--- config.mk ---
export PLATFORM = sky130hd
export DESIGN_NAME = router_arbiter_flat
export DESIGN_NICKNAME = d
export VERILOG_FILES = /design/src/rtl/router_arbiter_if.sv /design/src/rtl/router_arbiter.sv /design/src/flat_wrapper.sv
export SDC_FILE = /design/constraint.sdc
export NUM_CORES = 1
export LEC_CHECK = 0
export CORE_UTILIZATION = 42
export DETAILED_ROUTE_END_ITERATION = 7
export PLACE_DENSITY = 0.83
export SLEW_MARGIN = 25
export SYNTH_ARGS = -nofsm -noshare
export SYNTH_HDL_FRONTEND = slang
export SYNTH_SLANG_ARGS = --single-unit
--- constraint.sdc ---
create_clock -name clk -period 1.5 [get_ports clk]
set_input_delay 0.45 -clock clk [delete_from_list [all_inputs] [get_ports clk]]
set_output_delay 0.45 -clock clk [all_outputs]
set_load 0.01 [all_outputs]
--- src/rtl/router_arbiter_if.sv ---
// Handshake bundle between the four requesters and the router arbiter.
// The arbiter takes the slave view. The requester side or testbench takes the master view.
interface router_arbiter_if;
  logic [3:0] req;
  logic [7:0] dest;
  logic [3:0] grant;
  logic [1:0] sender;
  logic [1:0] receiver;
  logic       busy;

  modport master (output req, dest, input grant, sender, receiver, busy);
  modport slave  (input req, dest, output grant, sender, receiver, busy);
endinterface

--- src/rtl/router_arbiter.sv ---
// Round-robin arbiter/sequencer for the 4-port router.
// It drives registered grant and sender/receiver selects, and bounds each grant to MAX_HOLD cycles.
module router_arbiter #(
  parameter int MAX_HOLD = 8,
  parameter int CNT_W    = 4
) (
  input logic              clk,
  input logic              reset,
  router_arbiter_if.slave  bus
);

  localparam logic [0:0] S_IDLE  = 1'b0;
  localparam logic [0:0] S_GRANT = 1'b1;
  localparam logic [CNT_W-1:0] HOLD_LIM = CNT_W'(MAX_HOLD);

  logic [0:0]       state_q, state_d;
  logic [3:0]       grant_q, grant_d;
  logic [1:0]       sender_q, sender_d;
  logic [1:0]       receiver_q, receiver_d;
  logic [CNT_W-1:0] cnt_q, cnt_d;
  logic [1:0]       ptr_q, ptr_d;

  logic [1:0] pick;
  logic [1:0] cand;
  logic       found;

  // The search starts one past the last-served requester, so a requester that was just served goes last.
  always_comb begin
    pick  = ptr_q;
    cand  = ptr_q;
    found = 1'b0;
    for (int k = 1; k <= 4; k++) begin
      cand = ptr_q + 2'(k);
      if (!found && bus.req[cand]) begin
        pick  = cand;
        found = 1'b1;
      end
    end
  end

  always_comb begin
    state_d    = state_q;
    grant_d    = grant_q;
    sender_d   = sender_q;
    receiver_d = receiver_q;
    cnt_d      = cnt_q;
    ptr_d      = ptr_q;
    case (state_q)
      S_IDLE: begin
        if (found) begin
          state_d    = S_GRANT;
          grant_d    = 4'b0001 << pick;
          sender_d   = pick;
          receiver_d = bus.dest[{pick, 1'b0} +: 2];
          cnt_d      = CNT_W'(1);
          ptr_d      = pick;
        end
      end
      S_GRANT: begin
        // On release, sender/receiver keep their values. The forced IDLE cycle is the router turnaround bubble.
        if (!bus.req[sender_q] || cnt_q == HOLD_LIM) begin
          state_d = S_IDLE;
          grant_d = 4'b0000;
        end else begin
          cnt_d = cnt_q + CNT_W'(1);
        end
      end
      default: state_d = S_IDLE;
    endcase
  end

  always_ff @(posedge clk or posedge reset) begin
    if (reset) begin
      state_q    <= S_IDLE;
      grant_q    <= 4'b0000;
      sender_q   <= 2'd0;
      receiver_q <= 2'd0;
      cnt_q      <= '0;
      ptr_q      <= 2'd3;
    end else begin
      state_q    <= state_d;
      grant_q    <= grant_d;
      sender_q   <= sender_d;
      receiver_q <= receiver_d;
      cnt_q      <= cnt_d;
      ptr_q      <= ptr_d;
    end
  end

  assign bus.grant    = grant_q;
  assign bus.sender   = sender_q;
  assign bus.receiver = receiver_q;
  assign bus.busy     = (state_q == S_GRANT);

endmodule

--- src/flat_wrapper.sv ---
// flat-port wrapper written by rule: the top's interface ports become plain ports
module router_arbiter_flat 
#(
  parameter int MAX_HOLD = 8,
  parameter int CNT_W    = 4
)
  (clk, reset, bus_req, bus_dest, bus_grant, bus_sender, bus_receiver, bus_busy);
  router_arbiter_if bus_i ();
  input logic clk;
  input logic reset;
  input wire logic [$bits(bus_i.req)-1:0] bus_req;
  input wire logic [$bits(bus_i.dest)-1:0] bus_dest;
  output wire logic [$bits(bus_i.grant)-1:0] bus_grant;
  output wire logic [$bits(bus_i.sender)-1:0] bus_sender;
  output wire logic [$bits(bus_i.receiver)-1:0] bus_receiver;
  output wire logic [$bits(bus_i.busy)-1:0] bus_busy;
  assign bus_i.req = bus_req;
  assign bus_i.dest = bus_dest;
  assign bus_grant = bus_i.grant;
  assign bus_sender = bus_i.sender;
  assign bus_receiver = bus_i.receiver;
  assign bus_busy = bus_i.busy;
  router_arbiter #(.MAX_HOLD(MAX_HOLD), .CNT_W(CNT_W)) u_core (.clk(clk), .reset(reset), .bus(bus_i));
endmodule
# After elaboration in Yosys (flattened, before gate mapping)
# Cells that the tools add are included.
dict set report totals {
  output_inout_bits 9
  input_bits 14
  ff_bits 15
  wordCells 60
}
dict set report op_classes {
  mux 27
  n_shift 2
  n_reduce_logical 11
  eq_ne 4
  n_addsub 4
  order_cmp 5
  n_bitwise 1
}
# op n
set ops {}
lappend ops {{two-way mux 4 bit} 4}
lappend ops {{case mux 4 bit (2 select lines)} 2}
lappend ops {{less-than comparator 2 x 3 -> 1 bit (second input constant)} 5}
lappend ops {{two-way mux 1 bit} 11}
lappend ops {{binary-select mux 1 bit (select 2 bit)} 5}
lappend ops {{two-way mux 2 bit} 4}
lappend ops {{variable part select 8 x 4 -> 2 bit} 1}
lappend ops {{AND reduction 2 bit} 3}
lappend ops {{adder 2 bit (second input constant)} 2}
lappend ops {{adder 4 x 1 -> 4 bit (second input constant)} 1}
lappend ops {{== test 4 bit (second input constant)} 1}
lappend ops {{zero test 1 bit} 4}
lappend ops {{inequality test 2 bit (second input constant)} 2}
lappend ops {{<< shifter 1 x 2 -> 4 bit (first input constant)} 1}
lappend ops {{logical AND 1 bit} 3}
lappend ops {{adder 2 x 1 -> 2 bit (second input constant)} 1}
lappend ops {{inequality test 2 x 1 -> 1 bit (second input constant)} 1}
lappend ops {{case mux 1 bit (2 select lines)} 1}
lappend ops {{logical OR 1 bit} 1}
lappend ops {{inverter 1 bit} 1}

# Depth between registers and ports, before layout
# Gate-level depths: netlist of the first run.
dict set report depth {
  ltp_word 16
  mapped_depth 7
  mapped_depth_nobuf 7
}

# Worst setup path after synthesis of the first run
# No wires, ideal clock.
dict set report synth_timing {
  path_kind {reg-to-reg}
  startpoint {register u_core.sender_q[0] (netlist: u_core.bus.sender[0])}
  endpoint {register u_core.grant_q[1] (netlist: u_core.bus.grant[1])}
  n_path_buf 0
  period_less_slack_ns 1.534
  setup_time_ns 0.136
  path_stages_with_launch 6
  t_arrival_ns 1.398
  required_time_ns 1.364
  setup_slack_ns -0.034
  cell_sequence {dfrtp_1 mux4_2 o211ai_2 o21ai_1 nand2_1 o21ai_0}
}
dict set report synth_via {
  elab_chain_len 6
}
# item line_no
set synth_lines {}
lappend synth_lines {{start, declared} router_arbiter.sv:18} ;# logic [1:0] sender_q, sender_d;
lappend synth_lines {{start signal, assigned} router_arbiter.sv:83} ;# sender_q <= sender_d;
lappend synth_lines {{binary-select mux 1 bit (select 2 bit)} router_arbiter.sv:61} ;# if (!bus.req[sender_q] || cnt_q == HOLD_LIM) begin
lappend synth_lines {{two-way mux 1 bit (implied by the code)} router_arbiter.sv:61}
lappend synth_lines {{zero test 1 bit} router_arbiter.sv:61}
lappend synth_lines {{logical OR 1 bit} router_arbiter.sv:61}
lappend synth_lines {{inequality test 2 bit (no line)} n/a}
lappend synth_lines {{AND reduction 2 bit (no line)} n/a}
lappend synth_lines {{end signal, assigned} router_arbiter.sv:82} ;# grant_q <= grant_d;
lappend synth_lines {{end, declared} router_arbiter.sv:17} ;# logic [3:0] grant_q, grant_d;
# Every way passes these cells. The select of a mux whose other input is x is not followed.
# A chain may end at the register's enable or synchronous reset.

# Final worst setup path of the first run
dict set report layout_timing {
  startpoint {register u_core.sender_q[0] (netlist: u_core.bus.sender[0])}
  endpoint {register u_core.cnt_q[2]}
}
dict set report layout_via {
  elab_chain_len 6
}
# item line_no
set layout_lines {}
lappend layout_lines {{binary-select mux 1 bit (select 2 bit)} router_arbiter.sv:61}
lappend layout_lines {{two-way mux 1 bit (implied by the code)} router_arbiter.sv:61}
lappend layout_lines {{zero test 1 bit} router_arbiter.sv:61}
lappend layout_lines {{logical OR 1 bit} router_arbiter.sv:61}
lappend layout_lines {{inequality test 2 bit (no line)} n/a}
lappend layout_lines {{AND reduction 2 bit (no line)} n/a}
lappend layout_lines {{end signal, assigned} router_arbiter.sv:85} ;# cnt_q <= cnt_d;
lappend layout_lines {{end, declared} router_arbiter.sv:20} ;# logic [CNT_W-1:0] cnt_q, cnt_d;
# Every way passes these cells. The select of a mux whose other input is x is not followed.

==> tab_implementation.tex, run 1 <==
\begin{tabular}{lr}
\hline
Metric & Value \\
\hline
\multicolumn{2}{l}{\textbf{Worst setup path}} \\
Data required time at the worst endpoint & 1.72 ns \\
Critical path's top delay family & multiplexers \\
Slowest cell delay on critical path & 0.52 ns \\
Launching element type of the critical path & flip-flop \\
Type of the setup path with the least slack & reg -> reg \\
Critical path buffers and inverters & 1 \\
Startpoint of the most critical setup path & u\_core.bus.sender[0] \\
Slowest stage cell, crit path & sky130\_fd\_sc\_hd\_\_mux4\_2 \\
FF-to-FF Start & u\_core.bus.sender[0] \\
Critical Path Fanout Max & 5 \\
CP Data Arrival Time & around 1.8 ns \\
Endpoint kind of the worst setup timing path & flip-flop \\
Worst path cell trace & buf\_6 > mux4\_2 > o211ai\_4 > mux2i\_1 > nand2\_1 > o21ai\_1 \\
\multicolumn{2}{l}{\textbf{Die}} \\
Boundary pin count & 23 \\
Width of the chip & 46.8 um \\
Area of the placeable core & around 1800 um2 \\
Floorplan die height & 46.8 um \\
Die area & 2190 um2 \\
Initial standard-cell utilization of the core & 46.8\% \\
Number of cell rows & 15 \\
\multicolumn{2}{l}{\textbf{Logic synthesis}} \\
Leading area contributor after synthesis & sky130\_fd\_sc\_hd\_\_dfrtp\_1 \\
Cell with the most instances after synthesis & sky130\_fd\_sc\_hd\_\_dfrtp\_1 \\
Async set-or-reset flop fraction in the synthesized netlist & 100\% \\
Net count after synthesis & roughly 110 \\
Synth Cell Area & 843 um2 \\
Ranking of synthesized cells by area & sky130\_fd\_sc\_hd\_\_dfrtp\_1 (39\%), sky130\_fd\_sc\_hd\_\_dfstp\_2 (6.2\%), sky130\_fd\_sc\_hd\_\_nor2\_1 (5.3\%), sky130\_fd\_sc\_hd\_\_nand2\_1 (4.9\%), sky130\_fd\_sc\_hd\_\_o21ai\_1 (4.2\%) \\
Prevailing post-synth register cell & sky130\_fd\_sc\_hd\_\_dfrtp\_1 \\
Mapped Avg Cell Area & between 9 and 10 um2 \\
Top cell type's share of synthesized area & 38.6\% \\
Count of state elements after synthesis & 15 \\
Warnings from Yosys & 0 \\
Top post-synthesis cells by count & sky130\_fd\_sc\_hd\_\_dfrtp\_1 (13), sky130\_fd\_sc\_hd\_\_nor2\_1 (12), sky130\_fd\_sc\_hd\_\_nand2\_1 (11), sky130\_fd\_sc\_hd\_\_o21ai\_1 (7), sky130\_fd\_sc\_hd\_\_inv\_1 (6) \\
Sequential-to-total area share from yosys stat & 44.8\% \\
Post-synth EDFFs & 0 \\
Synth unique cells & 29 \\
Post-synthesis cell count & 92 \\
\multicolumn{2}{l}{\textbf{STA}} \\
Slack of the critical path & -0.101 ns \\
Setup repair after global routing missed its margin & yes \\
Worst max-slew margin expressed relative to the limit & 67.2\% \\
Final worst path period share & 107\% \\
Upper clock frequency limit & 0.625 GHz \\
Count of final hold-check violations & 0 \\
Post-route minimum period & around 1.6 ns \\
Layout Skew & $\sim$0.0073 ns \\
Final Max Tran Viols & 0 \\
Worst-Margin Slew & 0.490 ns \\
Number of failing setup endpoints in the final timing report & 12 \\
\multicolumn{2}{l}{\textbf{Global route}} \\
Antenna violations before repair & 0 \\
Number of global-route vias before repair & just over 700 \\
Wire length of the first global-routing pass & between 3000 and 4000 um \\
Met2 capacity usage during global routing & a little under two fifths \\
Largest net degree at the start of global routing & 16 \\
GRT met3 Usage & around 7\% \\
Overflow after GRT & 0 \\
Global routing usage summed across all routing layers & 22.1\% \\
Met1 Track Usage GR & approximately 25\% \\
GRT busiest layer & met2 \\
\multicolumn{2}{l}{\textbf{Drt}} \\
Routed via count divided by cell count & around 5.2 \\
Antenna-violating nets left & 0 \\
Total number of vias & 824 \\
Detailed-route wire length & between 2000 and 2500 um \\
Detailed-routing iteration count for the pre-antenna-repair pass & 4 \\
Residual DRC count & 0 \\
WL per Instance & 13.4 um \\
Iteration-0 DRC Markers & 12 \\
\multicolumn{2}{l}{\textbf{Power and ir drop}} \\
Pwr Total & 0.00249 W \\
Peak VDD IR & 1.28 mV \\
Leakage power & a little under 0.6 nW \\
Total power density per cell area & 1910 nW/um2 \\
\multicolumn{2}{l}{\textbf{Place}} \\
Final RePlAce weighted congestion & 0.779 \\
Count of input and output buffers & 22 \\
DP HPWL & 1600 um \\
Placed Cells & 149 \\
\multicolumn{2}{l}{\textbf{Worst hold path}} \\
Path class of the lowest-slack min-delay path & in -> async \\
\multicolumn{2}{l}{\textbf{Clock tree}} \\
TritonCTS Sinks & 15 \\
Root Buffer & sky130\_fd\_sc\_hd\_\_clkbuf\_4 \\
Hold buffer count at cts & 0 \\
Maximum number of buffers from clock root to sink & 2 \\
Clk Latency, worst-skew pair & just under 0.3 ns \\
Deepest level of the CTS H-tree & 1 \\
Number of CTS-inserted buffers & 3 \\
Clock transition at the registers of the reported paths & 0.09 ns \\
Clock tree from TritonCTS & yes \\
\multicolumn{2}{l}{\textbf{Finish}} \\
Area delta synth->final & 54.2\% \\
Final Instance Count excl. Fillers & 158 \\
Post-layout nets & 150 \\
Fraction of layout instances using a drive strength above 1 & 26.3\% \\
Diode insertion count for antenna repair & 0 \\
\multicolumn{2}{l}{\textbf{Status}} \\
Failing checks & negative setup slack \\
Result of the run & finished with violations \\
\multicolumn{2}{l}{\textbf{Run}} \\
Max\_cap viols & 0 \\
\hline
\end{tabular}
state kept, by name, summed over array words and instances (netlist names):
signal / cells
u_core.bus.receiver: 2
u_core.bus.grant: 4
u_core.ptr_q: 2
u_core.bus.busy: 1
u_core.cnt_q: 4
u_core.bus.sender: 2
through the flow:
| stage | instance area (um2) | setup TNS [ns] | hold slack, ns | setup WS, ns | utilization (%) |
|---|---|---|---|---|---|
| after floorplan | 856 | 0 | 0.350 | 0.00436 | - |
| after global placement | 1180 | -6.92 | 0.467 | -0.550 | 65.8 |
| after detailed placement | 1180 | -7.97 | 0.473 | -0.644 | 65.8 |
| after CTS | 1260 | -0.513 | 0.455 | -0.122 | 70.0 |
| after global routing | 1300 | -1.07 | 0.472 | -0.170 | 72.2 |
| final | 1300 | -0.448 | 0.449 | -0.101 | 72.2 |
path summary, 6_finish.rpt:
kind                                  endpoint  slack, ns  cells past startpoint
max in group asynchronous      u_core.ptr_q[1]       0.80                      3
hold reg to reg            u_core.bus.grant[3]       0.49                      2
setup reg to reg               u_core.cnt_q[2]      -0.10                      6
hold / removal                 u_core.cnt_q[1]       0.45                      3
min in group clk           u_core.bus.grant[3]       0.49                      2
setup / recovery               u_core.cnt_q[2]      -0.10                      6
cell type report:
type	instances	area [um2]
tap	25	31.3
multi-input combinational	70	504
clock buffer	4	26.3
inverter	6	22.5
fill	154	502
sequential	15	378
timing repair buffer	38	338
power by group:
part           leakage [nW]  switching, W  internal (W)  total (W)
combinational         0.395      0.000729      0.000770    0.00150
sequential            0.184      0.000148      0.000606   0.000754
clock                0.0150      0.000132      0.000104   0.000236
layout by cell type (no fill, tap or decap), drive strengths merged, types with 3 or more instances in the layout:
| master | count |
|---|---|
| a21oi | 3 |
| buf | 17 |
| clkbuf | 4 |
| clkdlybuf4s50 | 9 |
| dfrtp | 13 |
| dlygate4sd2 | 12 |
| inv | 6 |
| mux2i | 3 |
| nand2 | 11 |
| nand3 | 3 |
| nor2 | 12 |
| nor2b | 4 |
| o211ai | 3 |
| o21ai | 11 |
timing repair:
action	CTS	global route
pin swaps	9	3
gates resized for setup	28	5
setup buffers	3	2
gates cloned	0	0
setup endpoints to repair	24	14
cell families (layout without fill, tap and decap cells):
| kind of cell | Yosys count | count (layout) | share of synthesized area, % |
|---|---|---|---|
| simple gates | 39 | 39 | 23.3 |
| compound gates | 24 | 24 | 18.4 |
| flops | 15 | 15 | 44.8 |
| buf+inv | 7 | 48 | 3.26 |
| mux | 4 | 4 | 6.23 |
| fa+ha+maj | 2 | 2 | 2.97 |
| xor+xnor | 1 | 1 | 1.04 |
worst register-to-register path: cells and delay by family, from the launching register on:
kind / cells / cell delay [ns]
flip-flops: 1 / 0.38
AND/OR/NAND/NOR: 1 / 0.07
AO/OA/AOI/OAI: 2 / 0.23
buffers and inverters: 1 / 0.11
multiplexers: 2 / 0.75
routing by layer:
metal | wire length, um | share of wire, %
met1 | 851 | 40
met2 | 1110 | 53
met3 | 76 | 3.6
met4 | 74 | 3.5
met5 | 0 | 0
Power figures use the tool's default switching activity.
==> run 2: changes to the inputs <==
Settings changed: CORE_UTILIZATION 42 to 46, PLACE_DENSITY 0.83 to 0.86.
Clock period 1.5 ns to 1.75 ns, I/O delays scaled along.
==> run 2 against run 1 <==
Net effect:
- the flow now finishes without violations
- flip-flop and latch count is the same
- sequential share of layout area grew 0.79 points
- worst setup slack gained 0.12 ns
- wire length shrank 5.3%
- core utilization grew 1.4 points
- clock skew shrank 0.0037 ns
- sequential power shrank 12%
- non-clock buffer count grew 1
- critical path depth shrank 5
==> tab_implementation.tex, run 2 (synthesis results as in run 1) <==
\begin{tabular}{lr}
\hline
Metric & Value \\
\hline
\multicolumn{2}{l}{\textbf{Status}} \\
Result of the run & complete, no violations \\
\multicolumn{2}{l}{\textbf{Global route}} \\
Number of global-route vias before repair & roughly 740 \\
Overflow after GRT & 0 \\
Antenna violations before repair & 0 \\
Wire length of the first global-routing pass & 3080 um \\
Global routing usage summed across all routing layers & 20.9\% \\
Largest net degree at the start of global routing & 16 \\
\multicolumn{2}{l}{\textbf{Die}} \\
Die area & 2010 um2 \\
Initial standard-cell utilization of the core & 48.8\% \\
Width of the chip & 44.8 um \\
Floorplan die height & 44.8 um \\
Boundary pin count & 23 \\
Number of cell rows & 15 \\
Area of the placeable core & 1730 um2 \\
\multicolumn{2}{l}{\textbf{Finish}} \\
Diode insertion count for antenna repair & 0 \\
Area delta synth->final & 50.6\% \\
Most frequent cells in the layout & sky130\_fd\_sc\_hd\_\_buf\_4 (16), sky130\_fd\_sc\_hd\_\_clkdlybuf4s50\_1 (13), sky130\_fd\_sc\_hd\_\_nor2\_1 (12), sky130\_fd\_sc\_hd\_\_dfrtp\_1 (12), sky130\_fd\_sc\_hd\_\_nand2\_1 (11) \\
Fill count & about 140 \\
Most common cell after layout, fill and taps aside & sky130\_fd\_sc\_hd\_\_buf\_4 \\
Post-layout nets & 151 \\
Fin util & between 70\% and 80\% \\
Fraction of layout instances using a drive strength above 1 & 21.6\% \\
\multicolumn{2}{l}{\textbf{Worst setup path}} \\
Slowest cell delay on critical path & roughly 0.54 ns \\
Critical path's top delay family & buffers and inverters \\
Launching element type of the critical path & flip-flop \\
Slowest stage cell, crit path & sky130\_fd\_sc\_hd\_\_clkdlybuf4s50\_1 \\
Endpoint kind of the worst setup timing path & primary output \\
CP Data Arrival Time & roughly 1.2 ns \\
Type of the setup path with the least slack & reg -> out \\
Data required time at the worst endpoint & approximately 1.2 ns \\
Critical Path Fanout Max & 2 \\
Critical path buffers and inverters & 1 \\
Worst path cell trace & clkdlybuf4s50\_1 \\
\multicolumn{2}{l}{\textbf{Clock tree}} \\
Clock tree from TritonCTS & yes \\
TritonCTS Sinks & 15 \\
Deepest level of the CTS H-tree & 1 \\
Number of CTS-inserted buffers & 3 \\
Maximum number of buffers from clock root to sink & 2 \\
Clock transition at the registers of the reported paths & 0.09 ns \\
Clk Latency, worst-skew pair & 0.29 ns \\
Root Buffer & sky130\_fd\_sc\_hd\_\_clkbuf\_4 \\
\multicolumn{2}{l}{\textbf{STA}} \\
Worst-Margin Slew & $\sim$0.4 ns \\
Worst max-slew margin expressed relative to the limit & 72.6\% \\
Post-route minimum period & roughly 1.7 ns \\
Setup repair after global routing missed its margin & yes \\
Upper clock frequency limit & 0.579 GHz \\
Count of final hold-check violations & 0 \\
Final Max Tran Viols & 0 \\
Layout Skew & 0.00358 ns \\
Final worst path period share & 98.7\% \\
Number of failing setup endpoints in the final timing report & 0 \\
\multicolumn{2}{l}{\textbf{Drt}} \\
Detailed-route wire length & 2000 um \\
Total number of vias & 805 \\
Residual DRC count & 0 \\
Iteration-0 DRC Markers & 6 \\
WL per Instance & 12.6 um \\
Routed via count divided by cell count & 5.06 \\
Antenna-violating nets left & 0 \\
Detailed-routing iteration count for the pre-antenna-repair pass & 4 \\
\multicolumn{2}{l}{\textbf{Place}} \\
DP HPWL & 1450 um \\
Count of input and output buffers & 22 \\
Final RePlAce weighted congestion & a little over 0.8 \\
\multicolumn{2}{l}{\textbf{Power and ir drop}} \\
Peak VDD IR & 0.916 mV \\
Pwr Total & about 0.0020 W \\
Leakage power & 0.611 nW \\
Total power density per cell area & 1590 nW/um2 \\
\multicolumn{2}{l}{\textbf{Worst hold path}} \\
Path class of the lowest-slack min-delay path & reg -> reg \\
\multicolumn{2}{l}{\textbf{Run}} \\
Max\_cap viols & 0 \\
\hline
\end{tabular}
## run 2: worst paths after layout
kind                       slack (ns)  depth (start not counted)                     end                   start
hold / removal                   0.50                          2     u_core.bus.grant[1]     u_core.bus.grant[1]
setup reg to reg                 0.15                          5  u_core.bus.receiver[0]         u_core.ptr_q[0]
hold reg to reg                  0.50                          2     u_core.bus.grant[1]     u_core.bus.grant[1]
setup / recovery                 0.02                          1         bus_receiver[1]  u_core.bus.receiver[1]
max in group asynchronous        0.98                          3         u_core.ptr_q[1]                   reset
min in group asynchronous        0.53                          3         u_core.cnt_q[0]                   reset
## run 2: routing by layer
layer  track usage [%]  part of all wire (%)  vias to the layer above
met3              5.60                   4.0                        2
li1                  -                     -                      405
met4              3.64                  0.75                        0
met2              39.7                    54                       20
met1              23.6                    41                      378
met5                 0                     0                        -
## run 2: area by class of cell
type / count / area (um2) / share of cell area, %
repair buffers: 39 / 359 / 28.3
inverters: 6 / 22.5 / 1.77
well taps: 25 / 31.3 / 2.46
multi-input cells: 70 / 450 / 35.5
clock buffers: 3 / 22.5 / 1.77
clock inverters: 1 / 5.00 / 0.394
flip-flops and latches: 15 / 379 / 29.9
## run 2: worst reg2reg max path: stages (launching register included)
cell and delay [ns]:
sky130_fd_sc_hd__dfstp_2 0.59, sky130_fd_sc_hd__nor2b_1 0.08, sky130_fd_sc_hd__o21ba_2 0.25, sky130_fd_sc_hd__nor3_4 0.25, sky130_fd_sc_hd__mux2i_1 0.21, sky130_fd_sc_hd__o211ai_1 0.10
## run 2: timing repair
item	4_1_cts	5_1_grt
hold buffers	0	0
gates resized for setup	8	5
gates cloned	0	0
endpoints found under the setup margin	14	6
pin swaps	3	0
buffers inserted	2	1
## run 2: stage by stage
stage	area (um2)	hold slack (ns)	setup TNS (ns)	worst slack, ns	std cells
after detailed placement	1190	0.479	-5.30	-0.437	152
after floorplan	843	0.425	0	0.162	92
after global routing	1270	0.526	-0.0257	-0.0203	159
final	1270	0.497	0	0.0233	159
after global placement	1190	0.466	-4.89	-0.382	152
after CTS	1250	0.502	0	0.00451	158
## run 2: report_power, final
group          total, W  internal, W  switching, W
sequential     0.000662     0.000523      0.000139
clock          0.000202    0.0000849      0.000117
combinational   0.00116     0.000620      0.000536
total           0.00202      0.00123      0.000793
==> run 3: changes to the inputs <==
Settings changed: SKIP_LAST_GASP set to 1.
==> run 3 against run 2 <==
Net effect:
- clock power about the same
- combinational power about the same
- global-route usage stayed put
==> tab_implementation.tex, run 3 (synthesis results as in run 1) <==
\begin{tabular}{lr}
\hline
Metric & Value \\
\hline
\multicolumn{2}{l}{\textbf{STA}} \\
Post-route minimum period & 1.73 ns \\
Number of failing setup endpoints in the final timing report & 0 \\
Count of final hold-check violations & 0 \\
Upper clock frequency limit & 0.579 GHz \\
Slack of the critical path & 0.0233 ns \\
Worst max-slew margin expressed relative to the limit & 72.6\% \\
Setup repair after global routing missed its margin & yes \\
Final Max Tran Viols & 0 \\
Worst-Margin Slew & around 0.41 ns \\
Layout Skew & 0.00358 ns \\
Final worst path period share & 98.7\% \\
\multicolumn{2}{l}{\textbf{Die}} \\
Floorplan die height & about 45 um \\
Initial standard-cell utilization of the core & 48.8\% \\
Boundary pin count & 23 \\
Number of cell rows & 15 \\
Width of the chip & 44.8 um \\
Die area & 2010 um2 \\
Area of the placeable core & 1730 um2 \\
\multicolumn{2}{l}{\textbf{Clock tree}} \\
TritonCTS Sinks & 15 \\
Maximum number of buffers from clock root to sink & 2 \\
Deepest level of the CTS H-tree & 1 \\
Clk Latency, worst-skew pair & 0.29 ns \\
Hold buffer count at cts & 0 \\
Clock tree from TritonCTS & yes \\
Root Buffer & sky130\_fd\_sc\_hd\_\_clkbuf\_4 \\
Clock transition at the registers of the reported paths & 0.09 ns \\
Number of CTS-inserted buffers & 3 \\
\multicolumn{2}{l}{\textbf{Place}} \\
Count of input and output buffers & 22 \\
Final RePlAce weighted congestion & 0.826 \\
Placed Area & roughly 1200 um2 \\
Worst-case setup slack after placement & -0.437 ns \\
DP HPWL & roughly 1500 um \\
\multicolumn{2}{l}{\textbf{Global route}} \\
Number of global-route vias before repair & 744 \\
Overflow after GRT & 0 \\
Largest net degree at the start of global routing & 16 \\
Global routing usage summed across all routing layers & a little over a fifth \\
Wire length of the first global-routing pass & 3080 um \\
Antenna violations before repair & 0 \\
\multicolumn{2}{l}{\textbf{Finish}} \\
Diode insertion count for antenna repair & 0 \\
Fill count & around 140 \\
Final instance area & about 1300 um2 \\
Fin util & between 70\% and 80\% \\
Fraction of layout instances using a drive strength above 1 & between 20 and 25\% \\
Area delta synth->final & 50.6\% \\
Most frequent cells in the layout & sky130\_fd\_sc\_hd\_\_buf\_4 (16), sky130\_fd\_sc\_hd\_\_clkdlybuf4s50\_1 (13), sky130\_fd\_sc\_hd\_\_nor2\_1 (12), sky130\_fd\_sc\_hd\_\_dfrtp\_1 (12), sky130\_fd\_sc\_hd\_\_nand2\_1 (11) \\
Most common cell after layout, fill and taps aside & sky130\_fd\_sc\_hd\_\_buf\_4 \\
Post-layout nets & 151 \\
\multicolumn{2}{l}{\textbf{Drt}} \\
Iteration-0 DRC Markers & 6 \\
Detailed-routing iteration count for the pre-antenna-repair pass & 4 \\
WL per Instance & 12.6 um \\
Antenna-violating nets left & 0 \\
Routed via count divided by cell count & 5.06 \\
Total number of vias & 805 \\
Residual DRC count & 0 \\
Detailed-route wire length & between 2000 and 2500 um \\
\multicolumn{2}{l}{\textbf{Worst setup path}} \\
Critical Path Fanout Max & 2 \\
Worst path cell trace & clkdlybuf4s50\_1 \\
Slowest stage cell, crit path & sky130\_fd\_sc\_hd\_\_clkdlybuf4s50\_1 \\
Critical path's top delay family & buffers and inverters \\
Slowest cell delay on critical path & about 0.54 ns \\
Launching element type of the critical path & flip-flop \\
Endpoint kind of the worst setup timing path & primary output \\
Type of the setup path with the least slack & reg -> out \\
Critical path buffers and inverters & 1 \\
CP Data Arrival Time & about 1.2 ns \\
Data required time at the worst endpoint & 1.22 ns \\
\multicolumn{2}{l}{\textbf{Power and ir drop}} \\
Leakage power & 0.611 nW \\
Switching share of power & 39.2\% \\
Sequential fraction of design power & 32.8\% \\
Peak VDD IR & 0.916 mV \\
Clock network fraction of design power & 10.0\% \\
Total power density per cell area & 1590 nW/um2 \\
Power dissipated by switching net loads & 0.000793 W \\
Power Internal & between 0.001 and 0.0015 W \\
Share of total power in combinational logic & between 50\% and 60\% \\
\multicolumn{2}{l}{\textbf{Run}} \\
Max\_cap viols & 0 \\
\multicolumn{2}{l}{\textbf{Worst hold path}} \\
Path class of the lowest-slack min-delay path & reg -> reg \\
\multicolumn{2}{l}{\textbf{Status}} \\
Result of the run & complete, no violations \\
\hline
\end{tabular}
-- run 3: cell counts in the layout (fill, tap and decap cells not counted) --
No cell type changed its count.
-- run 3: power groups by stage --
| stage | logic, W | clock network [W] | registers, W |
|---|---|---|---|
| after detailed placement | 0.00105 | 0 | 0.000681 |
| final | 0.00116 | 0.000202 | 0.000662 |
| after floorplan | 0.000536 | 0 | 0.000685 |
| after global routing | 0.00127 | 0.000225 | 0.000680 |
| after global placement | 0.00102 | 0 | 0.000669 |
| after CTS | 0.00115 | 0.000209 | 0.000660 |
-- run 3: timing repair --
action / in CTS / in global routing
pin swaps: 3 / 0
endpoints found under the setup margin: 14 / 6
gates resized for setup: 8 / 5
buffers inserted: 2 / 1
endpoints found under the hold margin: 0 / 0
cloned: 0 / 0
-- run 3: worst paths after layout --
kind	start	to	slack [ns]	cells past startpoint
max reg2reg	u_core.ptr_q[0]	u_core.bus.receiver[0]	0.15	5
min	u_core.bus.grant[1]	u_core.bus.grant[1]	0.50	2
min reg2reg	u_core.bus.grant[1]	u_core.bus.grant[1]	0.50	2
min in group asynchronous	reset	u_core.cnt_q[0]	0.53	3
max	u_core.bus.receiver[1]	bus_receiver[1]	0.02	1
max in group asynchronous	reset	u_core.ptr_q[1]	0.98	3
-- run 3: worst min-delay path, cell delays in order, from the launching register on --
cell	delay, ns
sky130_fd_sc_hd__dfrtp_1	0.36
sky130_fd_sc_hd__nand2_1	0.05
sky130_fd_sc_hd__o21ai_0	0.06
-- run 3: through the flow --
step / cells / hold WS (ns) / total power, W / setup TNS (ns)
2_1_floorplan: 92 / 0.425 / 0.00122 / 0
3_3_place_gp: 152 / 0.466 / 0.00169 / -4.89
4_1_cts: 158 / 0.502 / 0.00202 / 0
6_report: 159 / 0.497 / 0.00202 / 0
3_5_place_dp: 152 / 0.479 / 0.00173 / -5.30
5_1_grt: 159 / 0.526 / 0.00218 / -0.0257
-- run 3: area by class of cell --
cell class / count / area, um2 / share of cell area [%]
multi-input combinational: 70 / 450 / 35.5
sequential: 15 / 379 / 29.9
timing repair buffer: 39 / 359 / 28.3
tap: 25 / 31.3 / 2.46
clock buffer: 3 / 22.5 / 1.77
inverter: 6 / 22.5 / 1.77
clock inverter: 1 / 5.00 / 0.394
-- run 3: metal layers --
metal  GRT usage [%]  part of all wire (%)
met1            23.6                    41
met2            39.7                    54
met3            5.60                   4.0
met4            3.64                  0.75
met5               0                     0
